==> src/rtl/ps2_pkg.sv <==
// Shared PS/2 types, frame constants, default timing and the parity helper.
package ps2_pkg;

    localparam int unsigned PS2_FRAME_BITS = 11;
    localparam int unsigned PS2_DATA_BITS  = 8;
    localparam int unsigned BIT_IDX_W      = $clog2(PS2_FRAME_BITS);

    // Defaults assume a 50 MHz system clock.
    localparam int unsigned DEF_INHIBIT_CYCLES = 5000;
    localparam int unsigned DEF_TIMEOUT_CYCLES = 1_000_000;
    localparam int unsigned DEF_FILTER_LEN     = 8;

    typedef enum logic [2:0] {
        IDLE,
        INHIBIT,
        SEND,
        ACK,
        WAIT_IDLE
    } ps2_tx_state_e;

    // Byte being shifted out together with its precomputed parity bit.
    typedef struct packed {
        logic                     parity;
        logic [PS2_DATA_BITS-1:0] data;
    } ps2_tx_frame_t;

    // Odd parity: the bit that makes the total count of ones odd.
    function automatic logic odd_parity(input logic [PS2_DATA_BITS-1:0] d);
        return ~^d;
    endfunction

endpackage

==> src/rtl/ps2_host_tx_if.sv <==
// Command handshake between the control side and the PS/2 host transmitter.
interface ps2_host_tx_if;
    import ps2_pkg::*;

    logic [PS2_DATA_BITS-1:0] tx_data;
    logic                     tx_start;
    logic                     busy;
    logic                     tx_done;
    logic                     tx_error;

    modport master (
        output tx_data,
        output tx_start,
        input  busy,
        input  tx_done,
        input  tx_error
    );

    modport slave (
        input  tx_data,
        input  tx_start,
        output busy,
        output tx_done,
        output tx_error
    );

endinterface

==> src/rtl/ps2_line_filter.sv <==
// Two-flop synchronizer plus run-length glitch filter for a PS/2 line.
// The filtered level only changes after FILTER_LEN consecutive samples agree.
module ps2_line_filter
    import ps2_pkg::*;
#(
    parameter int unsigned FILTER_LEN = DEF_FILTER_LEN
) (
    input  logic clk,
    input  logic reset,
    input  logic line_in,
    output logic level,
    output logic fall
);

    localparam int unsigned CNT_W = (FILTER_LEN > 1) ? $clog2(FILTER_LEN) : 1;

    logic [1:0]       sync_q;
    logic [CNT_W-1:0] cnt_q;

    // Synchronize, count disagreeing samples, flip the level after a full run.
    always_ff @(posedge clk) begin
        if (reset) begin
            sync_q <= 2'b11;
            cnt_q  <= '0;
            level  <= 1'b1;
            fall   <= 1'b0;
        end else begin
            sync_q <= {sync_q[0], line_in};
            fall   <= 1'b0;
            if (sync_q[1] == level) begin
                cnt_q <= '0;
            end else if (cnt_q == CNT_W'(FILTER_LEN - 1)) begin
                cnt_q <= '0;
                level <= sync_q[1];
                fall  <= level;
            end else begin
                cnt_q <= cnt_q + CNT_W'(1);
            end
        end
    end

endmodule

==> src/rtl/ps2_host_tx.sv <==
// PS/2 host-to-device transmitter: inhibits the bus, requests to send, shifts
// one command byte out on device clock falls and checks the device ack.
// Optional: define PS2_HOST_TX_TIMEOUT_EN to add the inter-fall watchdog.
module ps2_host_tx
    import ps2_pkg::*;
#(
    parameter int unsigned INHIBIT_CYCLES = DEF_INHIBIT_CYCLES,
    parameter int unsigned TIMEOUT_CYCLES = DEF_TIMEOUT_CYCLES,
    parameter int unsigned FILTER_LEN     = DEF_FILTER_LEN
) (
    input  logic          clk,
    input  logic          reset,
    ps2_host_tx_if.slave  host,
    input  logic          ps2c_in,
    input  logic          ps2d_in,
    output logic          ps2c_oe,
    output logic          ps2d_oe
);

    localparam int unsigned INH_W = $clog2(INHIBIT_CYCLES);

    if (INHIBIT_CYCLES < 2 || TIMEOUT_CYCLES < 2 || FILTER_LEN < 1) begin : g_bad_params
        $error("ps2_host_tx: INHIBIT_CYCLES and TIMEOUT_CYCLES must be >= 2, FILTER_LEN >= 1");
    end

    ps2_tx_state_e        state_q, state_d;
    logic [INH_W-1:0]     inh_q, inh_d;
    logic [BIT_IDX_W-1:0] bit_q, bit_d;
    ps2_tx_frame_t        frame_q, frame_d;
    logic [1:0]           d_sync_q;
    logic                 c_oe_d, d_oe_d;
    logic                 busy_q, busy_d;
    logic                 done_q, done_d;
    logic                 err_q, err_d;
    logic                 c_level, c_fall;
    logic                 d_sync;

    assign d_sync        = d_sync_q[1];
    assign host.busy     = busy_q;
    assign host.tx_done  = done_q;
    assign host.tx_error = err_q;

    ps2_line_filter #(
        .FILTER_LEN (FILTER_LEN)
    ) u_clk_filter (
        .clk     (clk),
        .reset   (reset),
        .line_in (ps2c_in),
        .level   (c_level),
        .fall    (c_fall)
    );

`ifdef PS2_HOST_TX_TIMEOUT_EN
    localparam int unsigned WD_W = $clog2(TIMEOUT_CYCLES);

    logic [WD_W-1:0] wd_q, wd_d;
    logic            wd_expired;

    // Watchdog: cycles since the last device clock fall while the device owns the clock.
    always_comb begin
        wd_d       = '0;
        wd_expired = 1'b0;
        if (state_q inside {SEND, ACK, WAIT_IDLE}) begin
            if (c_fall) begin
                wd_d = '0;
            end else if (wd_q == WD_W'(TIMEOUT_CYCLES - 1)) begin
                wd_expired = 1'b1;
            end else begin
                wd_d = wd_q + WD_W'(1);
            end
        end
    end

    // Watchdog counter register.
    always_ff @(posedge clk) begin
        if (reset) begin
            wd_q <= '0;
        end else begin
            wd_q <= wd_d;
        end
    end
`endif

    // Next-state and registered-output logic for the transmit sequence.
    always_comb begin
        state_d = state_q;
        inh_d   = inh_q;
        bit_d   = bit_q;
        frame_d = frame_q;
        c_oe_d  = ps2c_oe;
        d_oe_d  = ps2d_oe;
        busy_d  = busy_q;
        done_d  = 1'b0;
        err_d   = 1'b0;

        unique case (state_q)
            IDLE: begin
                if (host.tx_start) begin
                    frame_d.data   = host.tx_data;
                    frame_d.parity = odd_parity(host.tx_data);
                    inh_d          = '0;
                    busy_d         = 1'b1;
                    c_oe_d         = 1'b1;
                    state_d        = INHIBIT;
                end
            end
            INHIBIT: begin
                inh_d = inh_q + INH_W'(1);
                if (inh_q == INH_W'(INHIBIT_CYCLES - 2)) begin
                    d_oe_d = 1'b1;
                end
                if (inh_q == INH_W'(INHIBIT_CYCLES - 1)) begin
                    inh_d   = '0;
                    c_oe_d  = 1'b0;
                    bit_d   = '0;
                    state_d = SEND;
                end
            end
            SEND: begin
                if (c_fall) begin
                    bit_d = bit_q + BIT_IDX_W'(1);
                    if (bit_q < BIT_IDX_W'(PS2_DATA_BITS)) begin
                        d_oe_d = ~frame_q.data[bit_q[2:0]];
                    end else if (bit_q == BIT_IDX_W'(PS2_DATA_BITS)) begin
                        d_oe_d = ~frame_q.parity;
                    end else begin
                        d_oe_d  = 1'b0;
                        state_d = ACK;
                    end
                end
            end
            ACK: begin
                if (c_fall) begin
                    if (!d_sync) begin
                        state_d = WAIT_IDLE;
                    end else begin
                        err_d   = 1'b1;
                        busy_d  = 1'b0;
                        state_d = IDLE;
                    end
                end
            end
            WAIT_IDLE: begin
                if (c_level && d_sync) begin
                    done_d  = 1'b1;
                    busy_d  = 1'b0;
                    state_d = IDLE;
                end
            end
            default: begin
                c_oe_d  = 1'b0;
                d_oe_d  = 1'b0;
                busy_d  = 1'b0;
                state_d = IDLE;
            end
        endcase

`ifdef PS2_HOST_TX_TIMEOUT_EN
        if (wd_expired) begin
            c_oe_d  = 1'b0;
            d_oe_d  = 1'b0;
            busy_d  = 1'b0;
            done_d  = 1'b0;
            err_d   = 1'b1;
            state_d = IDLE;
        end
`endif
    end

    // State, datapath and output registers.
    always_ff @(posedge clk) begin
        if (reset) begin
            state_q  <= IDLE;
            inh_q    <= '0;
            bit_q    <= '0;
            frame_q  <= '0;
            d_sync_q <= 2'b11;
            ps2c_oe  <= 1'b0;
            ps2d_oe  <= 1'b0;
            busy_q   <= 1'b0;
            done_q   <= 1'b0;
            err_q    <= 1'b0;
        end else begin
            state_q  <= state_d;
            inh_q    <= inh_d;
            bit_q    <= bit_d;
            frame_q  <= frame_d;
            d_sync_q <= {d_sync_q[0], ps2d_in};
            ps2c_oe  <= c_oe_d;
            ps2d_oe  <= d_oe_d;
            busy_q   <= busy_d;
            done_q   <= done_d;
            err_q    <= err_d;
        end
    end

endmodule
==> src/flat_wrapper.sv <==
// flat-port wrapper written by rule: the top's interface ports become plain ports
module ps2_host_tx_flat import ps2_pkg::*;
#(
    parameter int unsigned INHIBIT_CYCLES = DEF_INHIBIT_CYCLES,
    parameter int unsigned TIMEOUT_CYCLES = DEF_TIMEOUT_CYCLES,
    parameter int unsigned FILTER_LEN     = DEF_FILTER_LEN
)
  (clk, reset, ps2c_in, ps2d_in, ps2c_oe, ps2d_oe, host_tx_data, host_tx_start, host_busy, host_tx_done, host_tx_error);
  ps2_host_tx_if host_i ();
  input  logic clk;
  input  logic reset;
  input  logic ps2c_in;
  input  logic ps2d_in;
  output logic ps2c_oe;
  output logic ps2d_oe;
  input wire logic [$bits(host_i.tx_data)-1:0] host_tx_data;
  input wire logic [$bits(host_i.tx_start)-1:0] host_tx_start;
  output wire logic [$bits(host_i.busy)-1:0] host_busy;
  output wire logic [$bits(host_i.tx_done)-1:0] host_tx_done;
  output wire logic [$bits(host_i.tx_error)-1:0] host_tx_error;
  assign host_i.tx_data = host_tx_data;
  assign host_i.tx_start = host_tx_start;
  assign host_busy = host_i.busy;
  assign host_tx_done = host_i.tx_done;
  assign host_tx_error = host_i.tx_error;
  ps2_host_tx #(.INHIBIT_CYCLES(INHIBIT_CYCLES), .TIMEOUT_CYCLES(TIMEOUT_CYCLES), .FILTER_LEN(FILTER_LEN)) u_core (.clk(clk), .reset(reset), .host(host_i), .ps2c_in(ps2c_in), .ps2d_in(ps2d_in), .ps2c_oe(ps2c_oe), .ps2d_oe(ps2d_oe));
endmodule
==> config.mk <==
export PLATFORM = sky130hd
export DESIGN_NAME = ps2_host_tx_flat
export DESIGN_NICKNAME = d
export VERILOG_FILES = /design/src/rtl/ps2_pkg.sv /design/src/rtl/ps2_host_tx_if.sv /design/src/rtl/ps2_line_filter.sv /design/src/rtl/ps2_host_tx.sv /design/src/flat_wrapper.sv
export SDC_FILE = /design/constraint.sdc
export NUM_CORES = 1
export LEC_CHECK = 0
export BUFFER_PORTS_ARGS = -buffer_cell sky130_fd_sc_hd__buf_2
export CAP_MARGIN = 20
export CORE_ASPECT_RATIO = 0.5
export CORE_UTILIZATION = 45
export CTS_BUF_LIST = sky130_fd_sc_hd__clkbuf_16
export DETAILED_ROUTE_END_ITERATION = 10
export GPL_ROUTABILITY_DRIVEN = 0
export PLACE_DENSITY = 0.62
export SLEW_MARGIN = 30
export SYNTH_ARGS = -nofsm -noshare
export SYNTH_HDL_FRONTEND = slang
export SYNTH_SLANG_ARGS = --single-unit
==> constraint.sdc <==
create_clock -name clk -period 5.52 [get_ports clk]
set_input_delay 0.828 -clock clk [delete_from_list [all_inputs] [get_ports clk]]
set_output_delay 0.828 -clock clk [all_outputs]
set_load 0.05 [all_outputs]
==> impl_metrics.ini, run 1 <==
[yosys]
synth_top_cell_by_area = dfxtp_1
synth_common_cells = 43 x dfxtp_1, 33 x nand2_1, 17 x a21oi_1, 12 x clkbuf_1, 12 x nor2_1
synth_edf_count = 0
yosysTopAreaCellShare = 0.391
syn_area_mm2 = 0.00220
synth_flop_cell = dfxtp_1
ys_seq_elements = 43
syn_avg_cell_area_um2 = 8.63
synth_cell_types = 53
synth-seq-area-share = 0.391
synth-async-reset-ratio = 0
yosysWarningCount = 0
yosysMostFrequentCell = dfxtp_1
synth.area.top_cells = dfxtp_1 39%, nand2_1 5.6%, a21oi_1 3.9%
synth_cells = 255
synthesis.nets = 274

[power]
switchingPower_mw = 0.227
p_seq_frac = 0.448
p_per_area_mw_per_mm2 = 313
comb_power_share = 0.174
clkPwrFrac = 0.378
ir_drop_mv = 0.170
p_int_mw = 0.546
leakage_nw = 0.878
switching_share = 0.294

[detailed_routing]
routed_via_density = 5.72
drt_pass1_iterations = 4
wirelength_um = 4610
ant_nets = 0
wire_per_inst_um = 13.9
drcViolationCount = 0
drt_iter0_markers = 107
vias = 1899

[critical_path]
arrival_ps = 2380
r2r_setup_slack_ps = 3320
critPathMaxFanout = 19
criticalPathCategory = flip-flop to flip-flop
end_kind = flip-flop
cp.required_ps = 5690
start_kind = flip-flop

[timing]
rsz0062_at_grt = no
report.final.hold_viol_count = 0
setup_violations = 0
finalCritPeriodShare = 0.399
maxSlewHeadroom = 0.459
drv_slew = 0
skew_ps = 5.23
fmax_mhz = 454
fin_crit_ps = 2200
worstMarginPinSlew_ps = 809
finalSetupTns_ps = 0

[floorplanning]
start_util = 0.484
io-pin-count = 18
core-area_mm2 = 0.00455
dieArea_mm2 = 0.00519
rows = 17
die_w_um = 101
die_h_um = 51.5

[global_route]
antenna_found_initial = 0
grt_util_all_layers = 0.196
grt_pass1_vias = 1663
grt_overflow = 0
grt_max_degree = 39
grt_pass1_wl_um = 7660

[finish]
nets = 284
fin_util = 0.542
drive_above_1_share = 0.169
diodes = 0
area_growth_pct = 12.1

[cts]
ctsResizeCount = 0
cts_tree = done
cts_setup_buffers = 0
cts_hold_buf = 0
cts_inserted_buffers = 5
cts_root_buf = clkbuf_16
cts_sinks = 43
cts.path.max_buffers = 2
insertion_delay_ps = 280
clkTransAtPathRegs_ps = 60
ctsHtreeMaxLevel = 2

[worst_hold_path]
worstHoldPathType = flip-flop to flip-flop

[run_status]
status = finished clean

[placed_design]
io_buffers = 17
hpwlAfterDp_um = 3170

[job]
drv_cap = 0
## logic make-up (layout without fill, tap and decap cells)
| kind of cell | after synthesis | count (layout) | synth area share |
|---|---|---|---|
| AO/OA/AOI/OAI | 57 | 57 | 0.172 |
| flip-flops | 43 | 43 | 0.391 |
| XOR/XNOR | 8 | 8 | 0.0318 |
| adder cells (fa/ha/maj) | 6 | 6 | 0.0341 |
| AND/OR/NAND/NOR | 111 | 111 | 0.290 |
| buffers and inverters | 24 | 35 | 0.0421 |
| multiplexers | 6 | 6 | 0.0392 |
## registers in the layout (all words and copies together) (netlist names)
name,cells
u_core.frame_q,9
u_core.host.tx_done,1
u_core.state_q,3
u_core.host.busy,1
u_core.host.tx_error,1
u_core.u_clk_filter.sync_q,2
u_core.inh_q,13
u_core.bit_q,4
u_core.u_clk_filter.fall,1
u_core.ps2c_oe,1
u_core.u_clk_filter.level,1
u_core.ps2d_oe,1
u_core.d_sync_q,2
u_core.u_clk_filter.cnt_q,3
## cell type report
type / count / area, um^2
timing repair buffer: 17 / 85.1
clock inverter: 3 / 25.0
tap: 66 / 82.6
inverter: 10 / 37.5
sequential: 43 / 861
multi-input combinational: 188 / 1250
fill: 444 / 2090
clock buffer: 5 / 125
## placed cells by master, fill, tap and decap left out, types with 6 or more instances in the layout
cell	instances
nand3_1	8
o21ai_0	8
nand2_1	33
or2_2	6
dfxtp_1	43
a31oi_1	9
inv_1	9
nand4_1	10
a21oi_1	17
ha_1	6
xnor2_1	7
nor2_1	11
buf_2	17
## per-stage QoR
step	setup slack [ps]	total power, mW	hold WS [ps]	instances	instance area [um^2]
finish	3320	0.773	409	332	2470
global route	3190	0.812	421	332	2470
CTS	3340	0.782	411	332	2460
detailed placement	3260	0.486	395	324	2310
global placement	3290	0.483	393	324	2310
floorplan	3540	0.455	389	255	2200
## layer usage
metal | vias to the layer above | global-route usage | share of wire
li1 | 961 | - | -
met1 | 901 | 0.252 | 0.52
met2 | 30 | 0.308 | 0.43
met3 | 7 | 0.0506 | 0.033
met4 | 0 | 0.0942 | 0.017
met5 | - | 0 | 0
## worst paths after layout
path | start | endpoint | cells past startpoint
setup / recovery | u_core.inh_q[1]$_SDFFE_PP0P_ | u_core.state_q[0]$_SDFFE_PP0P_ | 5
hold / removal | u_core.u_clk_filter.sync_q[0]$_SDFF_PP1_ | u_core.u_clk_filter.sync_q[1]$_SDFF_PP1_ | 1
setup reg to reg | u_core.inh_q[1]$_SDFFE_PP0P_ | u_core.state_q[0]$_SDFFE_PP0P_ | 5
hold reg to reg | u_core.u_clk_filter.sync_q[0]$_SDFF_PP1_ | u_core.u_clk_filter.sync_q[1]$_SDFF_PP1_ | 1
## worst max-delay path, cell delays in order, from the launching register on
cell and delay (ps):
dfxtp_1 410, ha_1 250, and2_1 160, nand4_2 400, a211oi_1 490, mux2_2 380
## power by group through the flow
stage	clock, mW	combinational (mW)	sequential [mW]
after floorplan	0	0.101	0.354
after global routing	0.315	0.148	0.349
after global placement	0	0.131	0.351
after CTS	0.302	0.134	0.346
final	0.292	0.134	0.347
after detailed placement	0	0.133	0.353
(Power assumes the default switching activity.)
==> run 2, diff against run 1 <==
--- a/config.mk
+++ b/config.mk
@@ -12,7 +12,7 @@
 export CTS_BUF_LIST = sky130_fd_sc_hd__clkbuf_16
 export DETAILED_ROUTE_END_ITERATION = 10
 export GPL_ROUTABILITY_DRIVEN = 0
-export PLACE_DENSITY = 0.62
+export PLACE_DENSITY = 0.64
 export SLEW_MARGIN = 30
 export SYNTH_ARGS = -nofsm -noshare
 export SYNTH_HDL_FRONTEND = slang
==> constraint.sdc (replaced) <==
create_clock -name clk -period 1.8 [get_ports clk]
set_input_delay 0.27 -clock clk [delete_from_list [all_inputs] [get_ports clk]]
set_output_delay 0.27 -clock clk [all_outputs]
set_load 0.05 [all_outputs]
==> run 2 against run 1 <==
Total power rose to 3.5 times the previous value. Global-route usage rose by 1.1 points. Hold slack got worse by 250 ps. Register-to-register slack got worse by 3300 ps. Fmax rose by 24%. Design area rose by 9.7%. Core utilization rose by 5.3 points. Combinational power rose to 3.8 times the previous value. Largest cell class unchanged.
==> impl_metrics.ini, run 2 (synthesis gave the netlist of run 1 again) <==
[cts]
insertion_delay_ps = 290
cts.path.max_buffers = 2
ctsHtreeMaxLevel = 2
cts_root_buf = clkbuf_16
clkTransAtPathRegs_ps = 60
cts_tree = done
cts_sinks = 43
cts_inserted_buffers = 5

[finish]
diodes = 0
largest_register = u_core.inh_q
fin_util = 0.594
mostFrequentLayoutCell = dfxtp_1
reg_top3 = u_core.inh_q: 13 flops, u_core.frame_q: 9 flops, u_core.bit_q: 4 flops
nets = 305
stdcell_area_mm2 = 0.00271
drive_above_1_share = 0.247
final_cell_mix = 42 x dfxtp_1, 33 x nand2_1, 20 x buf_4
area_growth_pct = 22.9
largest_register_ffs = 13

[critical_path]
end_kind = flip-flop
critPathMaxFanout = 4
r2r-end = u_core.inh_q[11]$_SDFFE_PP0P_
r2r_setup_slack_ps = 30
reg2regPathDepth = 4
arrival_ps = 1970
criticalPathCategory = flip-flop to flip-flop
reg2reg_from = u_core.state_q[1]$_SDFFE_PP0P_
cp.required_ps = 2000
start_kind = flip-flop

[detailed_routing]
ant_nets = 0
drt_pass1_iterations = 4
drcViolationCount = 0
vias = 2017
routed_via_density = 5.71
drt_iter0_markers = 119
wire_per_inst_um = 13.8
wirelength_um = 4870

[floorplanning]
io-pin-count = 18
dieArea_mm2 = 0.00519
die_h_um = 51.5
core-area_mm2 = 0.00455
start_util = 0.484
die_w_um = 101
rows = 17

[global_route]
antenna_found_initial = 0
grt_max_degree = 24
grt_pass1_wl_um = 8010
grt_overflow = 0
grt_pass1_vias = 1747
grt_util_all_layers = 0.207

[power]
leakage_nw = 1.01
fin_total_pwr_mw = 2.73
ir_drop_mv = 0.472
p_per_area_mw_per_mm2 = 1010

[worst_hold_path]
min_to = u_core.u_clk_filter.sync_q[0]$_SDFF_PP1_
worstHoldPathType = input port to flip-flop
hold_depth = 2
min-delay-start = ps2c_in

[timing]
fin_crit_ps = 1770
finalCritPeriodShare = 0.984
worstMarginPinSlew_ps = 506
maxSlewHeadroom = 0.660
drv_slew = 0
skew_ps = 4.36
report.final.hold_viol_count = 0
finalSetupTns_ps = 0
fmax_mhz = 564
setup_violations = 0
rsz0062_at_grt = no

[placed_design]
hpwlAfterDp_um = 3360
io_buffers = 17
place_area_mm2 = 0.00247

[job]
drv_cap = 0

[run_status]
status = finished clean
[run 2: layout make-up]
cell class	count	area, um^2
Multi-Input combinational cell	188	1280
Timing Repair Buffer	38	246
Clock buffer	5	125
Sequential cell	43	862
Tap cell	66	82.6
Inverter	10	37.5
Fill cell	402	1850
Clock inverter	3	67.6
[run 2: what timing repair did]
action                     4_1_cts  5_1_grt
resized for setup                0        8
hold buffers                     0        0
setup endpoints to repair        0        5
buffers inserted                 0        1
[run 2: stage by stage]
step | std cells | setup WS (ps) | hold WS (ps)
2_1_floorplan | 255 | 60.2 | 374
3_3_place_gp | 344 | 86.7 | 394
3_5_place_dp | 344 | 34.3 | 399
4_1_cts | 352 | 3.05 | 157
5_1_grt | 353 | 0.520 | 154
6_report | 353 | 28.2 | 161
[run 2: power breakdown]
group	leakage (nW)	switching (mW)	internal, mW
sequential	0.350	0.0386	1.01
combinational	0.568	0.303	0.212
clock	0.0900	0.375	0.794
total	1.01	0.717	2.02
[run 2: metal layers]
| layer | global-route usage | vias up | part of all wire |
|---|---|---|---|
| li1 | - | 1003 | - |
| met1 | 0.268 | 946 | 0.48 |
| met2 | 0.322 | 57 | 0.45 |
| met3 | 0.0575 | 11 | 0.047 |
| met4 | 0.0942 | 0 | 0.017 |
| met5 | 0 | - | 0 |
[run 2: worst max-delay path by stage]
stage | start | to | slack (ps) | cells after the start
final | u_core.state_q[1]$_SDFFE_PP0P_ | u_core.inh_q[11]$_SDFFE_PP0P_ | 30 | 4
after global routing | u_core.state_q[1]$_SDFFE_PP0P_ | u_core.inh_q[11]$_SDFFE_PP0P_ | 0.5 | 4
after CTS | u_core.inh_q[0]$_SDFFE_PP0P_ | u_core.inh_q[9]$_SDFFE_PP0P_ | 3 | 6
after detailed placement | u_core.inh_q[0]$_SDFFE_PP0P_ | u_core.inh_q[9]$_SDFFE_PP0P_ | 30 | 6
after global placement | u_core.inh_q[0]$_SDFFE_PP0P_ | u_core.inh_q[9]$_SDFFE_PP0P_ | 90 | 6
after floorplan | u_core.state_q[2]$_SDFFE_PP0P_ | u_core.inh_q[11]$_SDFFE_PP0P_ | 60 | 4
[run 2: worst max-delay path, cell delays in order, from the launching register on]
cell	delay [ps]
dfxtp_1	320
or2_4	250
or3_4	420
or4_4	490
a221oi_2	210
